==> config.mk <==
export PLATFORM = sky130hd
export DESIGN_NAME = decode_scoreboard
export DESIGN_NICKNAME = d
export VERILOG_FILES = /design/src/rtl/decode_scoreboard.sv
export SDC_FILE = /design/constraint.sdc
export NUM_CORES = 1
export LEC_CHECK = 0
export ABC_AREA = 1
export CAP_MARGIN = 10
export CORE_ASPECT_RATIO = 0.8
export CORE_UTILIZATION = 30
export DETAILED_ROUTE_END_ITERATION = 8
export REMOVE_ABC_BUFFERS = 1
export SLEW_MARGIN = 0
export SYNTH_ARGS = -nofsm -noshare
export SYNTH_HDL_FRONTEND = slang
export SYNTH_SLANG_ARGS = --single-unit
==> constraint.sdc <==
create_clock -name clk -period 4.2 [get_ports clk]
set_clock_uncertainty 0.05 [all_clocks]
set_input_delay 0.84 -clock clk [delete_from_list [all_inputs] [get_ports clk]]
set_output_delay 0.84 -clock clk [all_outputs]
set_load 0.005 [all_outputs]
==> src/rtl/decode_scoreboard.sv <==
// Decode-stage register scoreboard: per-register pending-write tracking and issue gating.
// Optional macro SB_BYPASS_EN lets a same-cycle writeback release the hazard on its register.
//
// state  | meaning
// IDLE   | no tracked writes outstanding
// ACTIVE | one or more tracked writes outstanding
// DRAIN  | issue blocked until every outstanding write has committed
module decode_scoreboard #(
    parameter  int NUM_REGS     = 32,
    parameter  int REG_IDX_SIZE = 5,
    parameter  int MAX_INFLIGHT = 4,
    localparam int CNT_W        = $clog2(MAX_INFLIGHT + 1)
) (
    input  logic                    clk,
    input  logic                    reset_n,
    input  logic                    issue_valid_i,
    input  logic [REG_IDX_SIZE-1:0] issue_rs1_i,
    input  logic [REG_IDX_SIZE-1:0] issue_rs2_i,
    input  logic                    issue_uses_rs1_i,
    input  logic                    issue_uses_rs2_i,
    input  logic                    issue_wr_i,
    input  logic [REG_IDX_SIZE-1:0] issue_rd_i,
    input  logic                    wb_valid_i,
    input  logic [REG_IDX_SIZE-1:0] wb_rd_i,
    input  logic                    flush_i,
    input  logic                    drain_req_i,
    output logic                    issue_ready_o,
    output logic                    stall_if_o,
    output logic                    stall_ex_o,
    output logic [NUM_REGS-1:0]     busy_o,
    output logic [CNT_W-1:0]        inflight_cnt_o,
    output logic                    full_o,
    output logic                    drain_done_o,
    output logic                    spurious_wb_o
);

`ifdef SB_BYPASS_EN
    localparam bit BYPASS = 1'b1;
`else
    localparam bit BYPASS = 1'b0;
`endif

    typedef enum logic [1:0] {
        ST_IDLE   = 2'd0,
        ST_ACTIVE = 2'd1,
        ST_DRAIN  = 2'd2
    } state_t;

    state_t              state_q, state_d;
    logic [NUM_REGS-1:0] busy_q, busy_d;
    logic [NUM_REGS-1:0] eff_busy;
    logic [NUM_REGS-1:0] set_mask, clr_mask;
    logic [CNT_W-1:0]    cnt_q, cnt_d;
    logic                stall_ex_q;
    logic                spur_q, spur_d;

    logic rs1_haz, rs2_haz, waw_haz, hazard;
    logic issue_fire, track;
    logic wb_nz, wb_hit, wb_spur;

    // Bypass view: a register being written back this cycle no longer blocks issue.
    always_comb begin
        eff_busy = busy_q;
        if (BYPASS && wb_valid_i) begin
            eff_busy[wb_rd_i] = 1'b0;
        end
    end

    assign rs1_haz = issue_uses_rs1_i && (issue_rs1_i != '0) && eff_busy[issue_rs1_i];
    assign rs2_haz = issue_uses_rs2_i && (issue_rs2_i != '0) && eff_busy[issue_rs2_i];
    assign waw_haz = issue_wr_i       && (issue_rd_i  != '0) && eff_busy[issue_rd_i];
    assign hazard  = issue_valid_i && (rs1_haz || rs2_haz || waw_haz);

    assign full_o        = (cnt_q == CNT_W'(MAX_INFLIGHT));
    assign issue_ready_o = ~hazard & ~full_o & (state_q != ST_DRAIN) & ~drain_req_i & ~flush_i;
    assign stall_if_o    = issue_valid_i & ~issue_ready_o;

    assign issue_fire = issue_valid_i & issue_ready_o;
    assign track      = issue_fire & issue_wr_i & (issue_rd_i != '0);
    assign wb_nz      = wb_valid_i & (wb_rd_i != '0);
    assign wb_hit     = wb_nz &  busy_q[wb_rd_i];
    assign wb_spur    = wb_nz & ~busy_q[wb_rd_i];

    always_comb begin
        set_mask = '0;
        clr_mask = '0;
        if (track) begin
            set_mask[issue_rd_i] = 1'b1;
        end
        if (wb_hit) begin
            clr_mask[wb_rd_i] = 1'b1;
        end

        // Set after clear so a bypassed same-register issue/writeback leaves the bit busy.
        busy_d  = (busy_q & ~clr_mask) | set_mask;
        cnt_d   = cnt_q + CNT_W'(track) - CNT_W'(wb_hit);
        spur_d  = spur_q | wb_spur;
        state_d = state_q;

        case (state_q)
            ST_IDLE: begin
                if (drain_req_i) begin
                    state_d = ST_DRAIN;
                end else if (track) begin
                    state_d = ST_ACTIVE;
                end
            end
            ST_ACTIVE: begin
                if (drain_req_i) begin
                    state_d = ST_DRAIN;
                end else if (cnt_d == '0) begin
                    state_d = ST_IDLE;
                end
            end
            ST_DRAIN: begin
                if (cnt_q == '0) begin
                    state_d = ST_IDLE;
                end
            end
            default: state_d = ST_IDLE;
        endcase

        if (flush_i) begin
            busy_d  = '0;
            cnt_d   = '0;
            spur_d  = spur_q;
            state_d = ST_IDLE;
        end
    end

    always_ff @(posedge clk) begin
        if (!reset_n) begin
            state_q    <= ST_IDLE;
            busy_q     <= '0;
            cnt_q      <= '0;
            stall_ex_q <= 1'b0;
            spur_q     <= 1'b0;
        end else begin
            state_q    <= state_d;
            busy_q     <= busy_d;
            cnt_q      <= cnt_d;
            stall_ex_q <= stall_if_o;
            spur_q     <= spur_d;
        end
    end

    assign busy_o         = busy_q;
    assign inflight_cnt_o = cnt_q;
    assign stall_ex_o     = stall_ex_q;
    assign spurious_wb_o  = spur_q;
    assign drain_done_o   = (state_q == ST_DRAIN) && (cnt_q == '0);

endmodule

Yosys cells after proc, flatten, opt, wreduce, memory -nomap -nowiden
Index checks and enable logic that the tools add are counted.
{ "totals": {"regBits": 39, "input_bits": 29, "output_inout_bits": 41, "word_cells": 83} }
{ "op_classes": {"n_addsub": 2, "magnitude_cmp": 6, "n_eq_ne": 7, "n_mux": 20, "bitwise_logic": 22, "reduce_logical": 21} }
{ "op_table": {"columns": ["operator", "count"], "rows": [
  ["32-bit two-way mux", 2],
  ["32-bit AND", 1],
  ["32-bit NOT", 1],
  ["32-bit bitwise OR", 1],
  ["5-bit by 6-bit less-than comparator with 1-bit output, second input constant", 4],
  ["1-bit binary-select mux with 5-bit select", 4],
  ["5-bit nonzero test", 4],
  ["1-bit AND", 11],
  ["1-bit demux with 5-bit select", 2],
  ["5-bit by 1-bit >= comparator with 1-bit output, second input constant", 2],
  ["1-bit logical AND", 10],
  ["2-bit two-way mux", 5],
  ["1-bit NOT", 7],
  ["3-bit logical NOT", 2],
  ["1-bit two-way mux", 6],
  ["3-bit != test, second input constant", 2],
  ["2-bit case mux with 3 select lines", 1],
  ["2-bit != test, second input constant", 2],
  ["3-bit by 1-bit adder with 3-bit output", 1],
  ["3-bit equality test, second input constant", 1],
  ["3-bit AND reduction", 1],
  ["3-bit by 1-bit subtractor with 3-bit output", 1],
  ["2-bit by 1-bit equality test with 1-bit output, second input constant", 1],
  ["2-bit equality test, second input constant", 1],
  ["other kinds (4)", 5]
]} }

Logic depth before layout (Yosys ltp)
Gate-level depths: netlist of run 1.
{ "depth": {"depth_word": 20, "mapped_depth": 25, "mapped_depth_nobuf": 24} }

Worst setup path before layout of run 1
Ideal clock, no wire load.
{ "synth_path": {"path_type": "in2reg", "startpoint": "in issue_rd_i[1]", "endpoint": "reg state_q[0]", "arrival_ns": 3.558, "path_slack_ns": 0.522, "stages": 23, "path_buffers": 1, "cell_sequence": "buf_4 > nand2_2 > nor2_1 > nor2_1 > nand2_1 > nand2_1 > nand2_1 > nor2_1 > nand2_1 > nand2_1 > nand3_1 > a21boi_1 > nand2_1 > ha_1 > inv_1 > ha_1 > inv_1 > fa_1 > xnor2_1 > nand3_1 > a21boi_0 > nand4_1 > a21oi_1"} }
{ "synth_via": {"elab_chain_cells": 18, "word_cells_on_any_way": 21, "cone_classes": "2 x add/sub; 2 x eq/ne; 2 x mux; 8 x bitwise; 7 x reduce/logical"} }
{ "synth_lines": {"columns": ["element", "line", "text"], "rows": [
  ["start, declared", "22", "input logic [REG_IDX_SIZE-1:0] issue_rd_i,"],
  ["1-bit binary-select mux with 5-bit select / 5-bit nonzero test (equally long branches)", "71", "assign waw_haz = issue_wr_i && (issue_rd_i != '0) && eff_busy[issue_rd_i];"],
  ["1-bit two-way mux (implied by the code) / 1-bit logical AND (equally long branches)", "71", null],
  ["1-bit logical AND *", "71", null],
  ["1-bit logical OR *", "72", "assign hazard = issue_valid_i && (rs1_haz || rs2_haz || waw_haz);"],
  ["1-bit logical AND *", "72", null],
  ["1-bit NOT *", "75", "assign issue_ready_o = ~hazard & ~full_o & (state_q != ST_DRAIN) & ~drain_req_i & ~flush_i;"],
  ["1-bit AND * (4 in series)", "75", null],
  ["named net issue_ready_o", "27", "output logic issue_ready_o,"],
  ["1-bit AND *", "78", "assign issue_fire = issue_valid_i & issue_ready_o;"],
  ["1-bit AND * (2 in series)", "79", "assign track = issue_fire & issue_wr_i & (issue_rd_i != '0);"],
  ["3-bit by 1-bit adder with 3-bit output", "96", "cnt_d = cnt_q + CNT_W'(track) - CNT_W'(wb_hit);"],
  ["3-bit by 1-bit subtractor with 3-bit output", "96", null],
  ["3-bit logical NOT", "111", "end else if (cnt_d == '0) begin"],
  ["3-bit != test (no line)", null, null],
  ["3-bit AND reduction (no line) *", null, null],
  ["end signal, assigned", "139", "state_q <= state_d;"],
  ["end, declared", "49", "state_t state_q, state_d;"]
]} }
Mark *: on every way through the listed nets, which the timed path passes. The rest lies on a longest branch. The select of a mux whose other input is x is not followed.
A chain may end at the register's enable or synchronous reset.

Worst setup path after layout of run 1
{ "layout_path": {"startpoint": "in issue_rs2_i[1]", "endpoint": "out stall_if_o"} }
{ "layout_via": {"elab_chain_cells": 13, "word_cells_on_any_way": 15, "cone_classes": "2 x mux; 7 x bitwise; 6 x reduce/logical"} }
{ "layout_lines": {"columns": ["element", "line", "text"], "rows": [
  ["start, declared", "18", "input logic [REG_IDX_SIZE-1:0] issue_rs2_i,"],
  ["1-bit binary-select mux with 5-bit select / 5-bit nonzero test (equally long branches)", "70", "assign rs2_haz = issue_uses_rs2_i && (issue_rs2_i != '0) && eff_busy[issue_rs2_i];"],
  ["1-bit two-way mux (implied by the code) / 1-bit logical AND (equally long branches)", "70", null],
  ["1-bit logical AND *", "70", null],
  ["1-bit logical OR * (2 in series)", "72", null],
  ["1-bit logical AND *", "72", null],
  ["1-bit NOT *", "75", null],
  ["1-bit AND * (4 in series)", "75", null],
  ["1-bit NOT *", "76", "assign stall_if_o = issue_valid_i & ~issue_ready_o;"],
  ["1-bit AND *", "76", null],
  ["end, declared", "28", "output logic stall_if_o,"]
]} }
Mark *: on every way between the ends. The rest lies on a longest branch, timed or not. The select of a mux whose other input is x is not followed.

==> results of run 1 <==
-- sequential cells by signal (all words and copies together) (netlist names) --
name / flops
inflight_cnt_o: 3
busy_o: 32
stall_ex_o: 1
spurious_wb_o: 1
state_q: 2
-- critical path, cell delays in order --
cell and delay, ns:
clkdlybuf4s50_1 0.55, clkinvlp_4 0.16, buf_4 0.17, nand3_1 0.08
nand2_1 0.05, a21oi_1 0.13, nor2_1 0.08, nand2_1 0.05
nand3_1 0.08, nand3_1 0.15, a21boi_2 0.07, buf_4 0.14
nor2_1 0.08, clkdlybuf4s50_1 0.51
-- repair_timing --
action                     in CTS  in global routing
setup buffers                   0                  2
gates resized for setup         2                 15
setup endpoints to repair       2                  3
hold endpoints to repair        0                  0
pin swaps                       0                  4
gates cloned                    0                  1
hold buffers                    0                  0
-- metal layers --
layer | vias up | track usage [%] | part of all wire (%)
met5 | - | 0 | 0
met4 | 0 | 7.51 | 1.8
met3 | 24 | 3.10 | 6.8
met2 | 200 | 38.6 | 43
met1 | 2192 | 38.8 | 49
li1 | 2321 | - | -
-- metrics by stage --
stage | worst slack (ns) | TNS, ns
after global routing | -0.0150 | -0.0189
final | 0.171 | 0
after detailed placement | -0.323 | -0.323
after floorplan | -1.39 | -4.49
after global placement | -0.272 | -0.288
after CTS | 0.00576 | 0
-- logic make-up (layout without fill, tap and decap cells) --
group,count (synthesis),count (layout),synth area share [%]
XOR/XNOR,1,1,0.245
buffers and inverters,107,225,13.7
AND/OR/NAND/NOR,404,404,48.6
AO/OA/AOI/OAI,91,91,14.3
flip-flops,39,39,21.9
adder cells (fa/ha/maj),3,3,1.26
-- area by class of cell --
| type | count | area, um2 | share of cell area [%] |
|---|---|---|---|
| multi-input cells | 499 | 2330 | 46.1 |
| repair buffers | 141 | 1300 | 25.7 |
| flip-flops and latches | 39 | 781 | 15.4 |
| inverters | 76 | 289 | 5.72 |
| well taps | 148 | 185 | 3.66 |
| clock buffers | 6 | 139 | 2.75 |
| clock inverters | 2 | 35.0 | 0.693 |
-- synthesized netlist by cell type, drive strengths merged --
cell type    n  area share, %
nand4       36            6.3
o211ai       2           0.42
a21boi       2           0.42
o31ai        1           0.21
o22ai       11            2.1
nand2      221             24
buf         23            4.9
clkbuf       8           0.84
fa           1           0.56
inv         76            8.0
a21oi       41            6.3
nand3       37            5.2
o41ai        1           0.25
o21ai       33            4.6
nor3        20            2.8
xnor2        1           0.25
nor4         1           0.18
dfxtp       39             22
nor2        89            9.6
ha           2           0.70
-- worst max-delay path by stage --
stage                       endpoint  slack, ns
final                     stall_if_o       0.17
after global routing      state_q[0]      -0.01
after CTS                 state_q[0]      0.006
after detailed placement  state_q[0]      -0.32
after global placement    state_q[0]      -0.27
after floorplan           state_q[0]      -1.39
-- power groups by stage --
stage | sequential, mW | clock, mW | combinational, mW
after global routing | 0.374 | 0.484 | 0.264
after global placement | 0.382 | 0 | 0.232
final | 0.374 | 0.461 | 0.247
after floorplan | 0.382 | 0 | 0.0842
after CTS | 0.374 | 0.472 | 0.235
after detailed placement | 0.382 | 0 | 0.233
==> reports/summary.txt, run 1 <==
row count -> 35
# nets final -> 794
status -> complete, no violations
post-synthesis sequential area ratio -> 21.9%
drt drc -> 0
CTS sink cnt -> 39
Mean Syn Cell Area -> 5.53 um2
commonest non-fill, non-tap cell in the layout -> nand2_1
TritonCTS Buffers -> 5
Fill cells -> 1,277
Syn Std Cell Area -> 0.00357 mm2
global-route wire length before repair -> 24,000 um
final setup violating endpoints -> 0
critical hold path startpoint -> state_q[0]
Die W -> 124 um
TritonRoute pass-1 iters -> 5
Area growth, synth to finish -> 41.7%
total number of vias -> 4,737
drt via density -> 5.20
RSZ-0062 raised after global routing -> yes
max-cap viol count -> 0
design area -> 0.00506 mm2
Routed WL per cell -> 17.2 um
Sw Share -> 29.1%
Setup crit end kind -> primary output
PD cells -> 214 mW/mm2
Congestion Overflow GR -> 0
Clock Power Share -> 42.6%
Crit Path Category -> primary input to primary output
core area -> 0.0116 mm2
Placer Congestion -> 0.974
Pint -> 0.767 mW
yosys warns -> 0
Clock Root Buffer -> clkbuf_16
dpl cell area -> 0.00480 mm2
Min Hold Slack -> 0.459 ns
H-tree depth -> 2
hpwl dp -> 11,500 um
r2r worst-path depth -> 22
Crit. Startpoint -> issue_rs2_i[1]
fin util -> 43.7%
I/O Buffers -> 69
Gate power share -> 22.8%
Critical Path RT -> 3.31 ns
CTS tree -> done
P_sw -> 0.314 mW
hold worst-path end -> state_q[0]
CP Launch Type -> primary input
initial drt markers -> 408
vias in the first global route -> 4,425
ant diodes -> 0
Slew Limit Headroom -> 48.8%
Worst EP arrival -> 3.14 ns
most frequent cells in the layout -> nand2_1, nor2_1, inv_1
Synth cell types -> 33
Yosys reg bits -> 39
Highest Clock Rate -> 248 MHz
share of cells above drive strength 1 -> 15.3%
worst r2r dst -> state_q[0]
part of the power in registers -> 34.6%
DP Cell Count -> 900
final worst path period need -> 4.03 ns
internal reg-to-reg setup slack -> 1.06 ns
Max FO, Critical Path -> 3
pin count of the biggest net entering global routing -> 38
Detail Route Antenna Nets -> 0
total global-route track usage -> 26.0%
Die Height -> 99.6 um
Pleak -> 2.01 nW
HP Class -> flip-flop to flip-flop
final slew viol count -> 0
slew at the pin closest to its max-slew limit -> 0.767 ns
Clk Latency, worst-skew pair -> 0.30 ns
initial antenna violation count -> 0
Final Hold Vio Count -> 0
I/O pin cnt -> 70
wirelength, routed -> 15,700 um
Syn Inst Count -> 645
Initial Utilization -> 30.9%
Pwr Total -> 1.08 mW
Cell Count, Final, Fillers Out -> 911
RR Startpoint -> busy_o[0]
clk slew on worst S/H paths -> 0.06 ns
Hold Crit Depth -> 2
Peak VDD IR -> 0.120 mV
area of the die -> 0.0123 mm2
final worst-path cycle share -> 95.9%
clk buf depth -> 2
Note: power is estimated with default switching activity, not from simulation.
==> inputs of run 2 (changes only) <==
Settings changed: CORE_UTILIZATION 30 to 25, GPL_TIMING_DRIVEN from default to 0, TNS_END_PERCENT from default to 10.
==> run 2 against run 1 <==
Global-route usage shrank 6.1 points. Sequential power is essentially flat. Via count shrank 5.9%. Clock-buffer cell count grew 2. Final area shrank 7.1%.
==> reports/summary.txt, run 2 (synthesized netlist as in run 1, its figures left out) <==
slew at the pin closest to its max-slew limit -> 1.07 ns
Max FO, Critical Path -> 5
status -> complete, no violations
most frequent cells in the layout -> nand2_1, nor2_1, inv_1
core area -> 0.0137 mm2
Die W -> 136 um
most frequent CP cell -> inv_1
cts hold-fix bufs -> 0
TritonRoute pass-1 iters -> 5
Pleak -> 1.74 nW
pin count of the biggest net entering global routing -> 38
final worst-path cycle share -> 94.7%
CP Cell Sequence -> clkdlybuf4s50_1, inv_1, nor3_1, o21ai_0, nand4_1, nor2_4, nor2_4, ha_1, inv_1, ha_1, inv_1, fa_1, xnor2_1, nand3_1, a21boi_1, nand4_1, a21oi_1
area of the die -> 0.0148 mm2
M1 GR Usage -> 28.0%
RSZ-0062 raised after global routing -> no
Clock Root Buffer -> clkbuf_16
total global-route track usage -> 19.9%
max FFs per register -> 32
Highest Clock Rate -> 251 MHz
CP Launch Type -> primary input
Final Hold Vio Count -> 0
clk buf depth -> 2
max-cap viol count -> 0
commonest non-fill, non-tap cell in the layout -> nand2_1
I/O pin cnt -> 70
design area -> 0.00470 mm2
dpl cell area -> 0.00433 mm2
Detail Route Antenna Nets -> 0
wirelength, routed -> 14,100 um
CTS tree -> done
Peak VDD IR -> 0.116 mV
initial antenna violation count -> 0
total number of vias -> 4,459
final worst path period need -> 3.98 ns
GR peak layer -> met2
drt drc -> 0
I/O Buffers -> 69
Clk Latency, worst-skew pair -> 0.29 ns
row count -> 38
H-tree depth -> 2
GRT met3 Usage -> 4.04%
Pwr Total -> 0.989 mW
final setup violating endpoints -> 0
ant diodes -> 0
CP top delay family -> simple AND/OR/NAND/NOR gates
Initial Utilization -> 26.0%
# nets final -> 735
Crit Path Category -> primary input to flip-flop
slowest CP cell -> clkdlybuf4s50_1
DP Cell Count -> 867
CTS sink cnt -> 39
global-route wire length before repair -> 22,400 um
share of cells above drive strength 1 -> 10.8%
Routed WL per cell -> 15.9 um
PD cells -> 210 mW/mm2
final slew viol count -> 0
Area growth, synth to finish -> 31.7%
HP Class -> flip-flop to flip-flop
clk slew on worst S/H paths -> 0.06 ns
Die Height -> 109 um
fin util -> 34.2%
TritonCTS Buffers -> 5
Cell Count, Final, Fillers Out -> 884
vias in the first global route -> 4,004
Worst Path Buf+Inv -> 4
initial drt markers -> 482
Slew Limit Headroom -> 28.3%
drt via density -> 5.04
Critical Path RT -> 4.37 ns
M2 GR Usage -> 30.8%
Placer Congestion -> 0.912
Congestion Overflow GR -> 0
hpwl dp -> 9810 um
Crit path largest cell delay -> 0.57 ns
Setup crit end kind -> flip-flop
Worst EP arrival -> 4.15 ns
Fill cells -> 1,517
==> run 2: cell types whose count changed in the layout (fill, tap and decap cells not counted), moves of 3 or more <==
cell             before  now
buf_4                65   11
clkdlybuf4s50_1      65   56
nor3_1               19   12
nand2_1             205  201
inv_1                69   66
nor3_2                1    6
buf_12                4    0
==> run 2: worst paths after layout <==
path	slack, ns	depth (start not counted)	endpoint	start
max	0.22	17	state_q[0]	wb_rd_i[4]
min	0.41	2	spurious_wb_o	spurious_wb_o
max reg2reg	0.91	17	state_q[0]	inflight_cnt_o[1]
min reg2reg	0.41	2	spurious_wb_o	spurious_wb_o
==> run 2: repair_timing <==
item / in CTS / in global routing
gates cloned: 1 / 0
pin swaps: 3 / 3
setup buffers: 6 / 2
endpoints found under the setup margin: 6 / 3
resized for setup: 44 / 26
==> run 2: worst register-to-register path, cell delays in order, from the launching register on <==
cell	delay (ns)
dfxtp_1	0.42
inv_1	0.06
nand2_1	0.07
nor2_1	0.08
nor4_4	0.37
buf_4	0.25
a21boi_2	0.20
nand2_1	0.07
ha_1	0.26
inv_1	0.05
ha_1	0.13
inv_1	0.04
fa_1	0.37
xnor2_1	0.21
nand3_1	0.12
a21boi_1	0.19
nand4_1	0.12
a21oi_1	0.15
==> run 2: where the power goes <==
group / switching [mW] / internal (mW)
sequential: 0.00129 / 0.372
clock: 0.158 / 0.253
combinational: 0.141 / 0.0630
total: 0.301 / 0.688
==> run 2: routing by layer <==
metal  wire length [um]  up-vias
met5                  0        -
met4                239        0
met3               1240       28
met2               6060      198
met1               6520     2020
li1                   -     2213
==> run 2: cell type report <==
type / count / area, um2 / share of cell area [%]
inverters: 76 / 295 / 6.28
repair buffers: 81 / 791 / 16.8
flip-flops and latches: 39 / 781 / 16.6
well taps: 180 / 225 / 4.79
clock buffers: 8 / 156 / 3.33
multi-input cells: 500 / 2450 / 52.1
==> run 2: through the flow <==
stage	TNS, ns	setup WS, ns	hold slack (ns)
after floorplan	-4.49	-1.39	0.390
after global placement	-69.33	-3.68	0.413
after detailed placement	-4.89	-1.39	0.400
after CTS	0	0.00505	0.414
after global routing	0	0.00159	0.430
final	0	0.223	0.406
